--- src/rtl/fma_stim_pkg.sv ---
// fma_stim_pkg -- shared constants and types for the FMA stimulus generator.
//
// Contents:
//   LFSR_POLY     Galois feedback mask applied when the shifted-out bit is 1
//   SEED_SPREAD   golden-ratio constant that decorrelates per-channel seeds
//   state_t       run-control FSM states
//   HALF_SPECIALS half-precision special operands, selected by a 3-bit index
//   channel_seed  derives the non-zero seed of LFSR channel k from a base seed
//
// Optional feature macro: FMA_STIM_SPECIALS_EN (table is only referenced then).
package fma_stim_pkg;

  localparam logic [31:0] LFSR_POLY   = 32'h8020_0003;
  localparam logic [31:0] SEED_SPREAD = 32'h9E37_79B9;

  typedef enum logic [1:0] {
    IDLE = 2'd0,
    RUN  = 2'd1,
    DONE = 2'd2
  } state_t;

  // +0, -0, +inf, -inf, qNaN, max normal, min subnormal, min normal
  localparam logic [15:0] HALF_SPECIALS [8] = '{
    16'h0000, 16'h8000, 16'h7C00, 16'hFC00,
    16'h7E00, 16'h7BFF, 16'h0001, 16'h0400
  };

  // An all-zero Galois LFSR never leaves zero, so a zero result is remapped.
  function automatic logic [31:0] channel_seed(input logic [31:0] base, input int k);
    logic [31:0] v;
    v = base ^ (32'(k) * SEED_SPREAD);
    return (v == 32'h0) ? 32'h1 : v;
  endfunction

endpackage

--- src/rtl/stim_lfsr.sv ---
// stim_lfsr -- one 32-bit Galois LFSR with synchronous load and step.
//
// Ports:
//   clk         clock, rising edge
//   reset       asynchronous, active-low; state returns to RESET_VALUE
//   load        load load_value (wins over step)
//   load_value  value loaded on load
//   step        advance the sequence by one position
//   state       current LFSR contents
module stim_lfsr
  import fma_stim_pkg::*;
#(
  parameter logic [31:0] RESET_VALUE = 32'h0000_0001
) (
  input  logic        clk,
  input  logic        reset,
  input  logic        load,
  input  logic [31:0] load_value,
  input  logic        step,
  output logic [31:0] state
);

  logic [31:0] state_reg;
  logic [31:0] state_next;

  always_comb begin
    state_next = state_reg;
    if (load) begin
      state_next = load_value;
    end else if (step) begin
      state_next = {1'b0, state_reg[31:1]} ^ (state_reg[0] ? LFSR_POLY : 32'h0);
    end
  end

  always_ff @(posedge clk or negedge reset) begin
    if (!reset) begin
      state_reg <= RESET_VALUE;
    end else begin
      state_reg <= state_next;
    end
  end

  assign state = state_reg;

endmodule

--- src/rtl/fma_stim_gen.sv ---
// fma_stim_gen -- seedable, back-pressure-aware pseudo-random stimulus source
// for FMA datapaths. NOPS operand LFSRs plus one control LFSR; vectors are
// offered over valid/ready for a programmed count.
//
// Ports:
//   clk, reset          clock; asynchronous active-low reset
//   start, count        begin a run of count vectors (IDLE only)
//   seed_load, seed     reload every LFSR from seed (IDLE only)
//   ready / valid       handshake; LFSRs step on valid && ready
//   op                  NOPS x WIDTH packed operands, channel k at op[k*WIDTH +: WIDTH]
//   mul, add, negr, negz, roundmode   FMA control fields
//   vec_idx             index of the current vector in the run
//   busy                high while running
//   done                one-cycle pulse when a run finishes
//
// Optional feature macro: FMA_STIM_SPECIALS_EN -- every eighth vector
// (vec_idx[2:0] == 7) carries half-precision special operands; WIDTH must be 16.
module fma_stim_gen
  import fma_stim_pkg::*;
#(
  parameter int unsigned WIDTH  = 16,
  parameter int unsigned NOPS   = 3,
  parameter logic [31:0] SEED   = 32'h0000_0001,
  parameter int unsigned COUNTW = 16
) (
  input  logic                  clk,
  input  logic                  reset,
  input  logic                  start,
  input  logic [COUNTW-1:0]     count,
  input  logic                  seed_load,
  input  logic [31:0]           seed,
  input  logic                  ready,
  output logic                  valid,
  output logic [NOPS*WIDTH-1:0] op,
  output logic                  mul,
  output logic                  add,
  output logic                  negr,
  output logic                  negz,
  output logic [1:0]            roundmode,
  output logic [COUNTW-1:0]     vec_idx,
  output logic                  busy,
  output logic                  done
);

  state_t            state_reg, state_next;
  logic [COUNTW-1:0] remaining_reg, remaining_next;
  logic [COUNTW-1:0] vec_idx_reg, vec_idx_next;
  logic              lfsr_step;
  logic              lfsr_load;
  logic [31:0]       lfsr_state [NOPS+1];
  logic [NOPS:0]     lfsr_unused;

  // Seed loading shares the IDLE cycle with start, so a same-cycle start
  // issues its first vector from the freshly loaded seed.
  assign lfsr_load = (state_reg == IDLE) && seed_load;
  assign lfsr_step = (state_reg == RUN) && ready;

  always_ff @(posedge clk or negedge reset) begin
    if (!reset) begin
      state_reg     <= IDLE;
      remaining_reg <= '0;
      vec_idx_reg   <= '0;
    end else begin
      state_reg     <= state_next;
      remaining_reg <= remaining_next;
      vec_idx_reg   <= vec_idx_next;
    end
  end

  always_comb begin
    state_next     = state_reg;
    remaining_next = remaining_reg;
    vec_idx_next   = vec_idx_reg;
    valid          = 1'b0;
    busy           = 1'b0;
    done           = 1'b0;
    unique case (state_reg)
      IDLE: begin
        if (start) begin
          if (count != '0) begin
            state_next     = RUN;
            remaining_next = count;
            vec_idx_next   = '0;
          end else begin
            state_next = DONE;
          end
        end
      end
      RUN: begin
        valid = 1'b1;
        busy  = 1'b1;
        if (ready) begin
          vec_idx_next = vec_idx_reg + COUNTW'(1);
          if (remaining_reg == COUNTW'(1)) begin
            state_next = DONE;
          end else begin
            remaining_next = remaining_reg - COUNTW'(1);
          end
        end
      end
      DONE: begin
        done       = 1'b1;
        state_next = IDLE;
      end
      default: state_next = IDLE;
    endcase
  end

  assign vec_idx = vec_idx_reg;

  genvar gi;
  generate
    for (gi = 0; gi <= NOPS; gi++) begin : g_lfsr
      stim_lfsr #(
        .RESET_VALUE(channel_seed(SEED, gi))
      ) u_lfsr (
        .clk        (clk),
        .reset      (reset),
        .load       (lfsr_load),
        .load_value (channel_seed(seed, gi)),
        .step       (lfsr_step),
        .state      (lfsr_state[gi])
      );
      // Only the low bits of each LFSR reach an output; fold the rest away.
      assign lfsr_unused[gi] = ^lfsr_state[gi];
    end

`ifdef FMA_STIM_SPECIALS_EN
    if (WIDTH != 16) begin : g_width_check
      $error("fma_stim_gen: special-value table needs WIDTH == 16");
    end
    for (gi = 0; gi < NOPS; gi++) begin : g_op
      assign op[gi*WIDTH +: WIDTH] = (vec_idx_reg[2:0] == 3'b111)
                                   ? HALF_SPECIALS[lfsr_state[gi][10:8]]
                                   : lfsr_state[gi][WIDTH-1:0];
    end
`else
    for (gi = 0; gi < NOPS; gi++) begin : g_op
      assign op[gi*WIDTH +: WIDTH] = lfsr_state[gi][WIDTH-1:0];
    end
`endif
  endgenerate

  // Control word comes from the extra LFSR channel.
  assign mul       = lfsr_state[NOPS][0];
  assign add       = lfsr_state[NOPS][1];
  assign negr      = lfsr_state[NOPS][2];
  assign negz      = lfsr_state[NOPS][3];
  assign roundmode = lfsr_state[NOPS][5:4];

endmodule

--- config.mk ---
export PLATFORM = sky130hd
export DESIGN_NAME = fma_stim_gen
export DESIGN_NICKNAME = d
export VERILOG_FILES = /design/src/rtl/fma_stim_pkg.sv /design/src/rtl/stim_lfsr.sv /design/src/rtl/fma_stim_gen.sv
export SDC_FILE = /design/constraint.sdc
export NUM_CORES = 1
export LEC_CHECK = 0
export ABC_CLOCK_PERIOD_IN_PS = 6680
export BUFFER_PORTS_ARGS = -buffer_cell sky130_fd_sc_hd__buf_2
export CORE_ASPECT_RATIO = 1.5
export CORE_UTILIZATION = 40
export CTS_BUF_LIST = sky130_fd_sc_hd__clkbuf_4 sky130_fd_sc_hd__clkbuf_8 sky130_fd_sc_hd__clkbuf_16
export DETAILED_ROUTE_END_ITERATION = 10
export SYNTH_ARGS = -nofsm -noshare
export SYNTH_HDL_FRONTEND = slang
export SYNTH_HIERARCHICAL = 1
export SYNTH_SLANG_ARGS = --single-unit
--- constraint.sdc ---
create_clock -name clk -period 6.68 [get_ports clk]
set_clock_uncertainty 0.05 [all_clocks]
set_input_delay 0.668 -clock clk [delete_from_list [all_inputs] [get_ports clk]]
set_output_delay 0.668 -clock clk [all_outputs]
set_load 0.01 [all_outputs]
==> impl_metrics.ini <==
[sta]
holdWs_ns = 0.276
fin_crit_sh_pct = 44.6
fin_setup_tns_ns = 0
rsz0062_at_grt = no
final_max_slew_viol_count = 0
relSlewSlack_pct = 33.0
worst_pin_slew_ns = 1.01
finalCriticalPeriod_ns = 2.98
timing.final.hold_violations = 0
layout_setup_ws_ns = 3.70
fmax_mhz = 335
finalSetupViolations = 0

[clocking]
ctsHoldBuffers = 0
ctsResizeCount = 0
postCtsSetupRepairBufs = 0
clk_pin_slew_ns = 0.07
cts_max_path_buffers = 2
clk_latency_ns = 0.43
cts_tree = done
htreeDepth = 4
cts_made_buffers = 17
clock_sinks = 162
cts_root_buf = clkbuf_16

[die]
die_h_um = 185
io_pins = 126
die_x_um = 124
num_rows = 66
initial_core_util_pct = 41.0
die-area_um2 = 23000
core_um2 = 21900

[global_route]
grt_first_pass_wirelength_um = 37200
grt_pass1_vias = 6691
grt-ovfl-total = 0
grt_usage_pct = 20.7
antenna_found_initial = 0
grt_max_degree = 265

[logic_synthesis]
synth_area_leader_cell = dfrtp_1
synth_seq_cells = 162
synth_top_area_share_pct = 29.3
synth_cell_types = 66
synth_most_common_cell = nand2_1
syn_nets = 1014
ys_top_cells_by_count = 159 x nand2_1, 117 x mux2i_1, 116 x o21ai_1
yosys_most_used_dff = dfrtp_1
yosysWarnings = 6
synth_cells = 958
syn_area_um2 = 8970
syn_area_per_cell_um2 = 9.37
synth_area_leaders = dfrtp_1 29%, dfstp_2 17%, mux2i_1 13%
synthArstFlopShare_pct = 100
yosysSeqAreaShare_pct = 46.0
synth-edff-count = 0

[detailed_routing]
wire_per_inst_um = 18.1
dr.pass1.iters = 4
ant_nets = 0
drt_wl_total_um = 22900
drc_errors = 0
num_vias = 6770
avgViaCountPerCell = 5.35
drt_iter0_drc = 371

[setup_path]
startpoint = state_reg[0]
critPathMaxFanout = 38
startpoint_type = flip-flop
endpoint_kind = output pin
critPathKind = reg -> out
required_ns = 5.96
worstPathArrival_ns = 2.26
r2r_start = state_reg[0]

[hold_path]
hold_path.class = in -> async

[placed_design]
place_congestion = 0.848
numPortBuffers = 125
detailed_place_hpwl_um = 15400
place_ws_ns = 3.55
dp.cells = 1234

[cells_and_area]
antenna_cells = 0
syn_to_final_growth_pct = 10.2
fin_cells = 1266
final_util_pct = 45.2
largest_register_ffs = 128
drive_gt1_share_pct = 23.9
fillers = 2157
fin_nets = 1037

[power]
ir_drop_mv = 0.179
total_leakage_power_nw = 4.48
cellPowerDensity_nw_per_um2 = 404

[run_status]
status = complete, no violations

[job]
cap_violations = 0
==> layout make-up <==
class | count | area, µm² | area share, %
timing repair buffer | 128 | 679 | 6.87
inverter | 60 | 225 | 2.28
clock inverter | 9 | 108 | 1.09
sequential | 162 | 4130 | 41.7
clock buffer | 23 | 483 | 4.88
multi-input combinational | 612 | 3930 | 39.7
tap | 272 | 340 | 3.44
==> cell usage in the layout (no fill, tap or decap), types with 5 or more instances in the layout <==
cell type   instances
clkinvlp_4          5
nor2_1             19
nor4_1              7
or3_1               5
inv_1              59
mux2i_1           117
a21oi_1            26
nor2b_1             5
o211ai_1           13
o21ai_1           116
nand4_1             8
nor4_2              5
or3b_1             10
nand2b_1            7
xor2_1              7
xnor2_1             8
nand2_1           159
nand3_1            10
dfstp_2            57
buf_2             124
clkbuf_16          17
o2111ai_1           5
o21ai_0             8
dfrtp_1           105
nor3_1              9
or4_1               7
o22ai_1             9
==> logic make-up after synthesis <==
| logic type | Yosys count | synth area share [%] |
|---|---|---|
| AND/OR/NAND/NOR | 270 | 15.1 |
| AO/OA/AOI/OAI | 205 | 13.4 |
| buffers and inverters | 184 | 10.4 |
| flip-flops | 162 | 46.0 |
| multiplexers | 119 | 13.3 |
| XOR/XNOR | 15 | 1.46 |
| adder cells (fa/ha/maj) | 3 | 0.418 |
==> power by group <==
part / internal (mW) / total, mW / switching, mW / leakage (nW)
sequential: 1.53 / 1.90 / 0.375 / 1.89
combinational: 0.522 / 1.10 / 0.578 / 2.31
clock: 0.585 / 0.987 / 0.402 / 0.279
==> stage by stage <==
step,cell area [µm²],total power [mW]
6_report,9890,3.99
5_1_grt,9890,4.26
4_1_cts,9890,4.04
3_5_place_dp,9300,3.04
3_3_place_gp,9300,3.01
2_1_floorplan,8970,2.59
==> per-layer routing <==
layer / GRT usage, % / wire length, µm / share of wire, %
met1: 24.9 / 9480 / 41
met2: 36.7 / 11800 / 51
met3: 4.48 / 1320 / 5.7
met4: 6.17 / 314 / 1.4
met5: 0 / 0 / 0
==> critical path, stage by stage (launching register included) <==
cell and delay, ns:
dfrtp_1 0.66, nand2b_1 0.38, inv_2 0.55, buf_2 0.24
==> final timing paths <==
| kind | end | slack [ns] | cells after the start |
|---|---|---|---|
| max | valid | 3.70 | 3 |
| min | g_lfsr[0].u_lfsr/state[15] | 0.28 | 1 |
| max reg2reg | remaining_reg[10] | 3.70 | 5 |
| min reg2reg | remaining_reg[12] | 0.47 | 2 |
| max in group asynchronous | g_lfsr[3].u_lfsr/state[6] | 4.88 | 2 |
| min in group clk | remaining_reg[12] | 0.47 | 2 |
Note: power is estimated with default switching activity, not from simulation.
